--- config.mk ---
export PLATFORM = sky130hd
export DESIGN_NAME = z_run_length_encoder
export DESIGN_NICKNAME = d
export VERILOG_FILES = /design/src/rtl/z_run_length_encoder.sv
export SDC_FILE = /design/constraint.sdc
export NUM_CORES = 1
export LEC_CHECK = 0
export CAP_MARGIN = 10
export CORE_UTILIZATION = 61
export CTS_CLUSTER_SIZE = 40
export DETAILED_ROUTE_END_ITERATION = 16
export PLACE_DENSITY = 0.9
export SYNTH_ARGS = -nofsm -noshare
export SYNTH_HDL_FRONTEND = slang
export SYNTH_SLANG_ARGS = --single-unit
--- constraint.sdc ---
create_clock -name clk -period 7.1 [get_ports clk]
set_input_delay 1.065 -clock clk [delete_from_list [all_inputs] [get_ports clk]]
set_output_delay 1.065 -clock clk [all_outputs]
set_load 0.005 [all_outputs]
--- src/rtl/z_run_length_encoder.sv ---
// Run-length encoder for the Z stream: emits {bit,len} records through a small FIFO.
// Latency: a record is visible one cycle after the sample/flush that closes its run.
// Backpressure: rec_ready stalls the FIFO head; pushes into a full FIFO are dropped and flag overflow.
module z_run_length_encoder #(
    parameter int LEN_W = 8,
    parameter int DEPTH = 4,
    parameter int CNT_W = 3
) (
    input  logic             clk,
    input  logic             rst,
    input  logic             Z,
    input  logic             z_valid,
    input  logic             flush,
    input  logic             rec_ready,
    output logic             rec_valid,
    output logic             rec_bit,
    output logic [LEN_W-1:0] rec_len,
    output logic [CNT_W-1:0] fifo_count,
    output logic             overflow
);
    localparam int PTR_W = (DEPTH > 1) ? $clog2(DEPTH) : 1;
    localparam logic [LEN_W-1:0] MAXLEN = '1;
    localparam logic [LEN_W-1:0] ONE    = LEN_W'(1);

    typedef enum logic [1:0] {IDLE, RUN, FLUSH2} state_t;

    typedef struct packed {
        logic             val;
        logic [LEN_W-1:0] len;
    } rec_t;

    state_t           state;
    logic             cur_bit;
    logic [LEN_W-1:0] cur_len;

    rec_t             mem [DEPTH];
    logic [PTR_W-1:0] wr_ptr;
    logic [PTR_W-1:0] rd_ptr;
    rec_t             last_rec;

    logic push_vld;
    rec_t push_rec;
    logic fifo_full;
    logic pop;
    logic push_ok;
    logic run_break;

    // A run closes on a bit change or when it would exceed MAXLEN.
    assign run_break = z_valid && ((Z != cur_bit) || (cur_len == MAXLEN));

    always_comb begin
        push_vld = 1'b0;
        push_rec = '0;
        case (state)
            IDLE: begin
                if (z_valid && flush) begin
                    push_vld = 1'b1;
                    push_rec = '{val: Z, len: ONE};
                end
            end
            RUN: begin
                if (run_break || (flush && !z_valid)) begin
                    push_vld = 1'b1;
                    push_rec = '{val: cur_bit, len: cur_len};
                end else if (flush) begin
                    push_vld = 1'b1;
                    push_rec = '{val: cur_bit, len: cur_len + ONE};
                end
            end
            FLUSH2: begin
                push_vld = 1'b1;
                push_rec = '{val: cur_bit, len: cur_len};
            end
            default: begin
                push_vld = 1'b0;
                push_rec = '0;
            end
        endcase
    end

    always_ff @(posedge clk) begin
        if (rst) begin
            state   <= IDLE;
            cur_bit <= 1'b0;
            cur_len <= '0;
        end else begin
            case (state)
                IDLE: begin
                    if (z_valid) begin
                        cur_bit <= Z;
                        cur_len <= flush ? '0 : ONE;
                        state   <= flush ? IDLE : RUN;
                    end
                end
                RUN: begin
                    if (run_break) begin
                        // The new 1-sample run must be flushed on the next cycle.
                        cur_bit <= Z;
                        cur_len <= ONE;
                        state   <= flush ? FLUSH2 : RUN;
                    end else if (z_valid) begin
                        cur_len <= flush ? '0 : cur_len + ONE;
                        state   <= flush ? IDLE : RUN;
                    end else if (flush) begin
                        cur_len <= '0;
                        state   <= IDLE;
                    end
                end
                FLUSH2: begin
                    if (z_valid) begin
                        cur_bit <= Z;
                        cur_len <= ONE;
                        state   <= RUN;
                    end else begin
                        cur_len <= '0;
                        state   <= IDLE;
                    end
                end
                default: begin
                    state   <= IDLE;
                    cur_len <= '0;
                end
            endcase
        end
    end

    assign rec_valid = (fifo_count != '0);
    assign fifo_full = (fifo_count == CNT_W'(DEPTH));
    assign pop       = rec_valid && rec_ready;
    assign push_ok   = push_vld && (!fifo_full || pop);

    always_ff @(posedge clk) begin
        if (push_ok) begin
            mem[wr_ptr] <= push_rec;
        end
    end

    always_ff @(posedge clk) begin
        if (rst) begin
            wr_ptr     <= '0;
            rd_ptr     <= '0;
            fifo_count <= '0;
            overflow   <= 1'b0;
            last_rec   <= '0;
        end else begin
            if (push_ok) begin
                wr_ptr <= wr_ptr + PTR_W'(1);
            end
            if (pop) begin
                rd_ptr   <= rd_ptr + PTR_W'(1);
                last_rec <= mem[rd_ptr];
            end
            if (push_ok && !pop) begin
                fifo_count <= fifo_count + CNT_W'(1);
            end else if (!push_ok && pop) begin
                fifo_count <= fifo_count - CNT_W'(1);
            end
            if (push_vld && !push_ok) begin
                overflow <= 1'b1;
            end
        end
    end

    // With the FIFO empty the outputs keep showing the last record consumed.
    assign rec_bit = rec_valid ? mem[rd_ptr].val : last_rec.val;
    assign rec_len = rec_valid ? mem[rd_ptr].len : last_rec.len;

endmodule

==> results of run 1 <==
==> sequential cells by signal, summed over array words and instances, names as in the netlist, named ones only <==
register,cells
rd_ptr,2
mem,36
state,2
fifo_count,3
cur_len,8
overflow,1
cur_bit,1
wr_ptr,2
last_rec,9
==> per-stage QoR <==
step	total power, mW	std cells	util	hold slack, ns	setup WS, ns
after floorplan	0.703	273	-	0.434	4.01
after global placement	0.830	344	0.689	0.439	3.09
after detailed placement	0.853	344	0.689	0.448	2.96
after CTS	1.24	360	0.742	0.463	3.30
after global routing	1.29	360	0.742	0.485	3.08
final	1.24	360	0.742	0.459	3.27
==> Yosys cell counts (all sizes together) (6+ instances only) <==
master / n / area share
nor2: 22 / 0.027
mux2: 9 / 0.033
clkbuf: 10 / 0.012
a21oi: 16 / 0.029
inv: 7 / 0.0084
dfxtp: 30 / 0.19
nand3: 12 / 0.019
nand2: 29 / 0.035
mux4: 9 / 0.065
o21ai: 15 / 0.024
edfxtp: 36 / 0.35
ha: 6 / 0.024
and2: 6 / 0.014
a22oi: 6 / 0.014
==> final timing paths <==
kind	to	depth (start not counted)	slack, ns	startpoint
min reg2reg	last_rec[4]	2	0.46	last_rec[4]
max reg2reg	fifo_count[2]	10	3.85	cur_len[0]
min	last_rec[4]	2	0.46	last_rec[4]
max	fifo_count[2]	10	3.27	z_valid
==> worst register-to-register path, stage by stage, from the launching register on <==
cell and delay (ns):
dfxtp_1 0.48, ha_1 0.29, and3_1 0.35, a21oi_4 0.12, a2111oi_4 0.57, ha_1 0.28
inv_1 0.06, fa_1 0.37, xor2_1 0.16, or3_1 0.33, a21oi_1 0.15
==> metal layers <==
layer  routed length, µm  GRT usage
met3                 379     0.0631
met2                3120      0.450
met4                 165      0.111
met5                   0          0
met1                2550      0.314
==> logic make-up after synthesis <==
| group | share of synthesized area |
|---|---|
| mux | 0.107 |
| fa+ha+maj | 0.0338 |
| xor+xnor | 0.0277 |
| flops | 0.540 |
| buf+inv | 0.0318 |
| compound gates | 0.113 |
| simple gates | 0.146 |
==> power by group <==
group          leakage (nW)  switching, mW  internal [mW]  total [mW]
sequential            0.582         0.0445          0.440       0.484
clock                 0.130          0.144          0.240       0.384
combinational         0.481          0.158          0.211       0.369
==> final cells by class <==
class                      count  area [µm²]
tap                           67        83.8
clock buffer                  11         174
sequential                    66        1680
clock inverter                 5        80.1
inverter                       8        30.0
timing repair buffer          19         190
multi-input combinational    184        1330
fill                         325        1240
==> results.toml, run 1 <==
[die]
row_count = 25
die_w_um = 73.4
die_area_mm2 = 0.00539
core_area_mm2 = 0.00482
start_util = 0.646
dieHeight_um = 73.4
boundaryPins = 20

[drt]
dr.first_iter.drc_count = 153
drt_wl_total_mm = 6.22
firstDrtPassIters = 5
wl_per_cell_um = 17.3
drcViolationCount = 0
postRouteAntennaNets = 0
viasPerCell = 6.16
vias = 2219

[yosys]
synth_nets = 286
ys_seq_area_frac = 0.540
synth-seq-cells = 66
synthFlopType = "edfxtp_1"
ys_types = 47
avgSynthCellArea_um2 = 11.4
yosysWarnings = 0
async_reset_ff_frac = 0
synthCells = 273
synth_edf_count = 36
syn_area_mm2 = 0.00311

[critical_path]
worst-path-max-fanout = 16
end_kind = "register"
critPathTopFamily = "adder cells"
critical_path_arrival_ns = 4.08
timing_worst_setup_path_type = "in2reg"
crit_path_cell_trace = "clkdlybuf4s50_1 > maj3_1 > nor2_1 > a2111oi_4 > ha_1 > inv_1 > fa_1 > xor2_1 > or3_1 > a21oi_1"
cp_data_required_time_ns = 7.35
worst_setup_path_start_kind = "input port"
critical_path.max_stage_delay_ns = 0.78
slowest_stage = "clkdlybuf4s50_1"
worstPathBufferInverterCount = 2

[pwr]
ir_drop_v = 0.000185
p_leak_nw = 1.19
powerDensity_mw_per_mm2 = 346

[timing]
fmax_ghz = 0.261
maxSlewViolCount = 0
rsz0062_at_grt = "no"
max_slew.worst_pin.slew_ns = 1.17
slew_headroom = 0.220
clock_skew_ns = 0.0105
fin_tns_setup_ns = 0
hold_viol = 0
period_minus_slack_ns = 3.83
period_share = 0.539
setup_violations = 0

[flow_run]
drv_cap = 0

[clocking]
clockBufferDepth = 2
cts_resized = 0
path_clk_slew_ns = 0.08
cts_sinks = 66
htree_levels = 3
numCtsBuffers = 9
holdBufCountCts = 0
root_buffer = "clkbuf_8"
clk_latency_ns = 0.34
cts_setup_buffers = 0
tritoncts = "built"

[global_routing]
grt_pass1_vias = 2115
grt_overflow = 0
grt_pass1_wl_mm = 10.1
track_usage = 0.261
grt_max_degree = 30
antenna_found_initial = 0

[layout]
final_common_cell = "edfxtp_1"
drive_gt1_frac = 0.147
final_area_mm2 = 0.00357
layout_common_cells = "edfxtp_1, dfxtp_1, nand2_1"
antenna_cells = 0
syn2layout_area_growth_pct = 14.8
nNetsFinal = 301

[placed_design]
dpl.hpwl_mm = 4.24
dpl_cell_area_mm2 = 0.00332
port-buffer-count = 19
place_congestion = 0.924

[outcome]
outcome = "complete, no violations"

[worst_hold_path]
hold_class = "reg2reg"
(Power assumes the default switching activity.)
==> run 2, diff against run 1 <==
CORE_UTILIZATION = 58   (was 61)
PLACE_DENSITY = 0.86   (was 0.9)
clock period = 3.8 ns   (was 7.1 ns; I/O delays follow)
==> run 2 against run 1 <==
Register-to-register slack got worse by 3.2 ns. Combinational power up 82%. Global-route usage is 3.2 points lower. Power is 68% higher. Final cell count is 1.4% higher. Critical path depth stayed put. First-iteration DRC count up 18%. Sequential share of layout area grew 0.82 points. Count of clock-buffer cells in the layout rose by 4. Die area is 5.0% higher. Worst hold slack worse by 0.0033 ns. Worst setup slack lost 2.6 ns.
==> results.toml, run 2 (synthesis results as in run 1) <==
[clocking]
cts_sinks = 66
holdBufCountCts = 0
numCtsBuffers = 9
cts_setup_buffers = 0
tritoncts = "built"
clk_latency_ns = 0.32
cts_resized = 0
clockBufferDepth = 2
root_buffer = "clkbuf_8"
path_clk_slew_ns = 0.07
htree_levels = 3

[layout]
antenna_cells = 0
fin_util = 0.683
fillers = 398
largest_reg_flops = 36
final_common_cell = "edfxtp_1"
multi_input_area_mm2 = 0.00133
drive_gt1_frac = 0.139
final_area_mm2 = 0.00351
nNetsFinal = 304
reg_top3 = "mem (36), last_rec (9), cur_len (8)"
syn2layout_area_growth_pct = 12.8
regArea_mm2 = 0.00168
layout_common_cells = "edfxtp_1, dfxtp_1, nand2_1"
largest-register = "mem"

[outcome]
outcome = "complete, no violations"

[placed_design]
port-buffer-count = 19
place_congestion = 0.904
dpl.hpwl_mm = 4.09
dpl_cell_area_mm2 = 0.00334
pre_cts_slack_ns = 0.527

[timing]
hold_viol = 0
rsz0062_at_grt = "no"
max_slew.worst_pin.slew_ns = 1.16
period_minus_slack_ns = 3.12
setup_violations = 0
slew_headroom = 0.224
fin_ws_ns = 0.680
period_share = 0.821
fmax_ghz = 0.321
fin_tns_setup_ns = 0
maxSlewViolCount = 0
clock_skew_ns = 0.00651

[global_routing]
track_usage = 0.229
grt_max_degree = 30
grt_overflow = 0
grt_pass1_vias = 2006
grt_pass1_wl_mm = 9.20
antenna_found_initial = 0

[drt]
m1WireLength_mm = 2.64
dr.first_iter.drc_count = 181
met2_length_mm = 2.93
wl_per_cell_um = 16.3
drt_wl_total_mm = 5.94
firstDrtPassIters = 5
vias = 2120
route.met3.wl_um = 289
drcViolationCount = 0
viasPerCell = 5.81
top_layer_used = "met4"
postRouteAntennaNets = 0

[pwr]
fin_total_pwr_mw = 2.08
powerDensity_mw_per_mm2 = 592
p_leak_nw = 1.16
ir_drop_v = 0.000282

[critical_path]
critical_path.max_stage_delay_ns = 0.50
worst_setup_path_start_kind = "register"
cp_data_required_time_ns = 4.03
crit_path_cell_trace = "ha_1 > and3_1 > a21oi_4 > a2111oi_4 > ha_1 > inv_1 > fa_1 > xor2_1 > or3_1 > a21oi_1"
timing_worst_setup_path_type = "reg2reg"
worst-path-max-fanout = 8
slowest_stage = "dfxtp_1"
critical_path_arrival_ns = 3.35
r2r_slack_ns = 0.68
ff2ff_path_depth = 10
end_kind = "register"
cp_common_cell = "ha_1"

[die]
dieHeight_um = 75.3
start_util = 0.606
core_area_mm2 = 0.00514
die_w_um = 75.3
boundaryPins = 20
row_count = 26
die_area_mm2 = 0.00566

[worst_hold_path]
whs_path_depth = 2
hold_class = "reg2reg"

[flow_run]
drv_cap = 0
==> run 2: layer usage <==
layer  track usage  up-vias
met5             0        -
met4         0.113        0
met3        0.0415        7
met2         0.395       74
met1         0.278     1003
li1              -     1036
==> run 2: area by class of cell <==
| cell class | count | area share |
|---|---|---|
| Sequential cell | 66 | 0.479 |
| Multi-Input combinational cell | 184 | 0.380 |
| Timing Repair Buffer | 22 | 0.0606 |
| Clock buffer | 15 | 0.0474 |
| Tap cell | 70 | 0.0249 |
| Inverter | 8 | 0.00855 |
==> run 2: final timing paths <==
path / start / end
worst max-delay path: cur_len[0] / fifo_count[2]
worst min-delay path: last_rec[1] / last_rec[1]
worst max register to register: cur_len[0] / fifo_count[2]
worst min register to register: last_rec[1] / last_rec[1]
==> run 2: report_power, final <==
part / total (mW) / internal (mW) / switching (mW)
combinational: 0.673 / 0.394 / 0.279
clock: 0.505 / 0.271 / 0.234
sequential: 0.900 / 0.822 / 0.0782
total: 2.08 / 1.49 / 0.592
==> run 2: stage by stage <==
step	hold slack (ns)	instances
3_5_place_dp	0.449	350
6_report	0.456	365
2_1_floorplan	0.434	273
5_1_grt	0.474	365
4_1_cts	0.458	365
3_3_place_gp	0.438	350
==> run 2: critical path: cells and delay by family, from the launching register on <==
kind	cells	cell delay [ns]
AO/OA/AOI/OAI	3	0.70
XOR/XNOR	1	0.15
adder cells (fa/ha/maj)	3	0.91
buffers and inverters	1	0.07
flip-flops	1	0.50
AND/OR/NAND/NOR	2	0.67
==> run 3, diff against run 2 <==
CORE_UTILIZATION = 53   (was 58)
PLACE_DENSITY = 0.83   (was 0.86)
clock period = 2.56 ns   (was 3.8 ns; I/O delays follow)
==> run 3 against run 2 <==
Clock skew about the same. Count of clock-buffer cells in the layout decreased by 1. First-iteration DRC count decreased by 35%. Worst setup slack got worse by 0.59 ns. Non-clock buffer count increased by 31. Global-route usage decreased by 1.0 points. Final cell count increased by 9.3%. Critical path depth decreased by 6. Critical path type is now reg2out.
==> results.toml, run 3 (synthesis results as in run 1) <==
[drt]
viasPerCell = 5.52
drt_wl_total_mm = 6.07
postRouteAntennaNets = 0
wl_per_cell_um = 15.2
firstDrtPassIters = 4
dr.first_iter.drc_count = 118
vias = 2201
drcViolationCount = 0

[timing]
hold_ws_ns = 0.454
slew_headroom = 0.676
period_minus_slack_ns = 2.47
setup_violations = 0
maxSlewViolCount = 0
period_share = 0.966
clock_skew_ns = 0.00624
fmax_ghz = 0.405
rsz0062_at_grt = "no"
hold_viol = 0
fin_tns_setup_ns = 0
max_slew.worst_pin.slew_ns = 0.482

[clocking]
clockBufferDepth = 2
tritoncts = "built"
clk_latency_ns = 0.34
root_buffer = "clkbuf_8"
path_clk_slew_ns = 0.06
htree_levels = 3
cts_sinks = 66
numCtsBuffers = 9

[worst_hold_path]
hold_class = "reg2reg"

[critical_path]
setup.worst_path.end = "rec_len[3]"
ff2ff_path_depth = 10
end_kind = "output pin"
worst-path-max-fanout = 9
regToRegEndpoint = "fifo_count[2]"
worst_setup_path_start_kind = "register"
cp_data_required_time_ns = 2.18
critical_path.max_stage_delay_ns = 0.54
slowest_stage = "mux4_2"
critPathTopFamily = "multiplexers"
r2r_start = "cur_len[0]"
crit_path_cell_trace = "buf_6 > mux4_2 > mux2_2 > clkdlybuf4s50_1"
worstPathBufferInverterCount = 2
r2r_slack_ns = 0.10
timing_worst_setup_path_type = "reg2out"
critical_path_arrival_ns = 2.09
cp.depth = 4

[layout]
largest_reg_flops = 36
largest-register = "mem"
nNetsFinal = 335
fillers = 381
antenna_cells = 0
reg_top3 = "mem (36), last_rec (9), cur_len (8)"
drive_gt1_frac = 0.251
syn2layout_area_growth_pct = 22.5
final_common_cell = "edfxtp_1"
layout_common_cells = "edfxtp_1, buf_4, nand2_1"

[die]
die_area_mm2 = 0.00618
start_util = 0.558
die_w_um = 78.6
core_area_mm2 = 0.00557
dieHeight_um = 78.6
boundaryPins = 20
row_count = 27

[placed_design]
port-buffer-count = 19
place_congestion = 0.910
dpl.hpwl_mm = 4.36

[outcome]
outcome = "complete, no violations"

[pwr]
ir_drop_v = 0.000641
powerDensity_mw_per_mm2 = 857
p_leak_nw = 1.34

[global_routing]
antenna_found_initial = 0
grt_pass1_vias = 2144
grt_pass1_wl_mm = 10.0
grt_overflow = 0
grt_max_degree = 18
track_usage = 0.219

[flow_run]
drv_cap = 0
[run 3: cell count changes in the layout (fill, tap and decap cells not counted), moves of 2 or more]
cell	previous run	this run
buf_4	3	33
clkbuf_1	4	2
dfxtp_1	30	28
dfxtp_4	0	2
ha_1	6	4
[run 3: area by class of cell]
class	instances	area, µm²	share of cell area
flip-flops and latches	66	1690	0.443
clock buffers	14	184	0.0482
inverters	8	30.0	0.00788
repair buffers	53	452	0.118
well taps	72	90.1	0.0236
multi-input cells	184	1360	0.356
clock inverters	2	8.76	0.00230
[run 3: layer usage]
metal  track usage  vias up  wire length [µm]
met3        0.0419       10               216
li1              -     1105                 -
met2         0.356       52              3040
met1         0.267     1034              2700
met5             0        -                 0
met4         0.139        0               106
[run 3: worst min-delay path by stage]
stage                           start           to  slack [ns]  depth (start not counted)
after CTS                 last_rec[3]  last_rec[3]        0.46                          2
final                     last_rec[3]  last_rec[3]        0.45                          2
after global placement    last_rec[4]  last_rec[4]        0.44                          2
after global routing      last_rec[3]  last_rec[3]        0.47                          2
after detailed placement  last_rec[3]  last_rec[3]        0.45                          2
after floorplan           last_rec[0]  last_rec[0]        0.43                          2
[run 3: power by group]
| group | switching [mW] | internal, mW | total, mW | leakage (nW) |
|---|---|---|---|---|
| sequential | 0.0867 | 1.22 | 1.31 | 0.584 |
| combinational | 0.458 | 0.676 | 1.13 | 0.657 |
| clock | 0.367 | 0.460 | 0.827 | 0.0993 |
| total | 0.912 | 2.35 | 3.27 | 1.34 |
[run 3: worst register-to-register path, stage by stage, from the launching register on]
cell	delay, ns
dfxtp_4	0.39
ha_4	0.16
and3_4	0.20
a21oi_4	0.07
a2111oi_4	0.39
ha_2	0.26
inv_2	0.04
fa_2	0.33
xor2_1	0.15
or3_1	0.32
a21oi_2	0.11
[run 3: timing repair]
action                                  4_1_cts  5_1_grt
buffers inserted                              0        5
hold buffers                                  0        0
gates resized for setup                       0        4
endpoints found under the setup margin        0        8
[run 3: per-stage QoR]
step           worst slack, ns   util  total power [mW]  cell area (µm²)  std cells
4_1_cts                 0.0293  0.675              3.28             3760        394
5_1_grt                0.00456  0.684              3.47             3810        399
2_1_floorplan          0.00950      -              1.95             3140        273
3_5_place_dp            -0.239  0.641              2.46             3570        378
3_3_place_gp            -0.197  0.641              2.40             3570        378
6_report                0.0880  0.684              3.27             3810        399
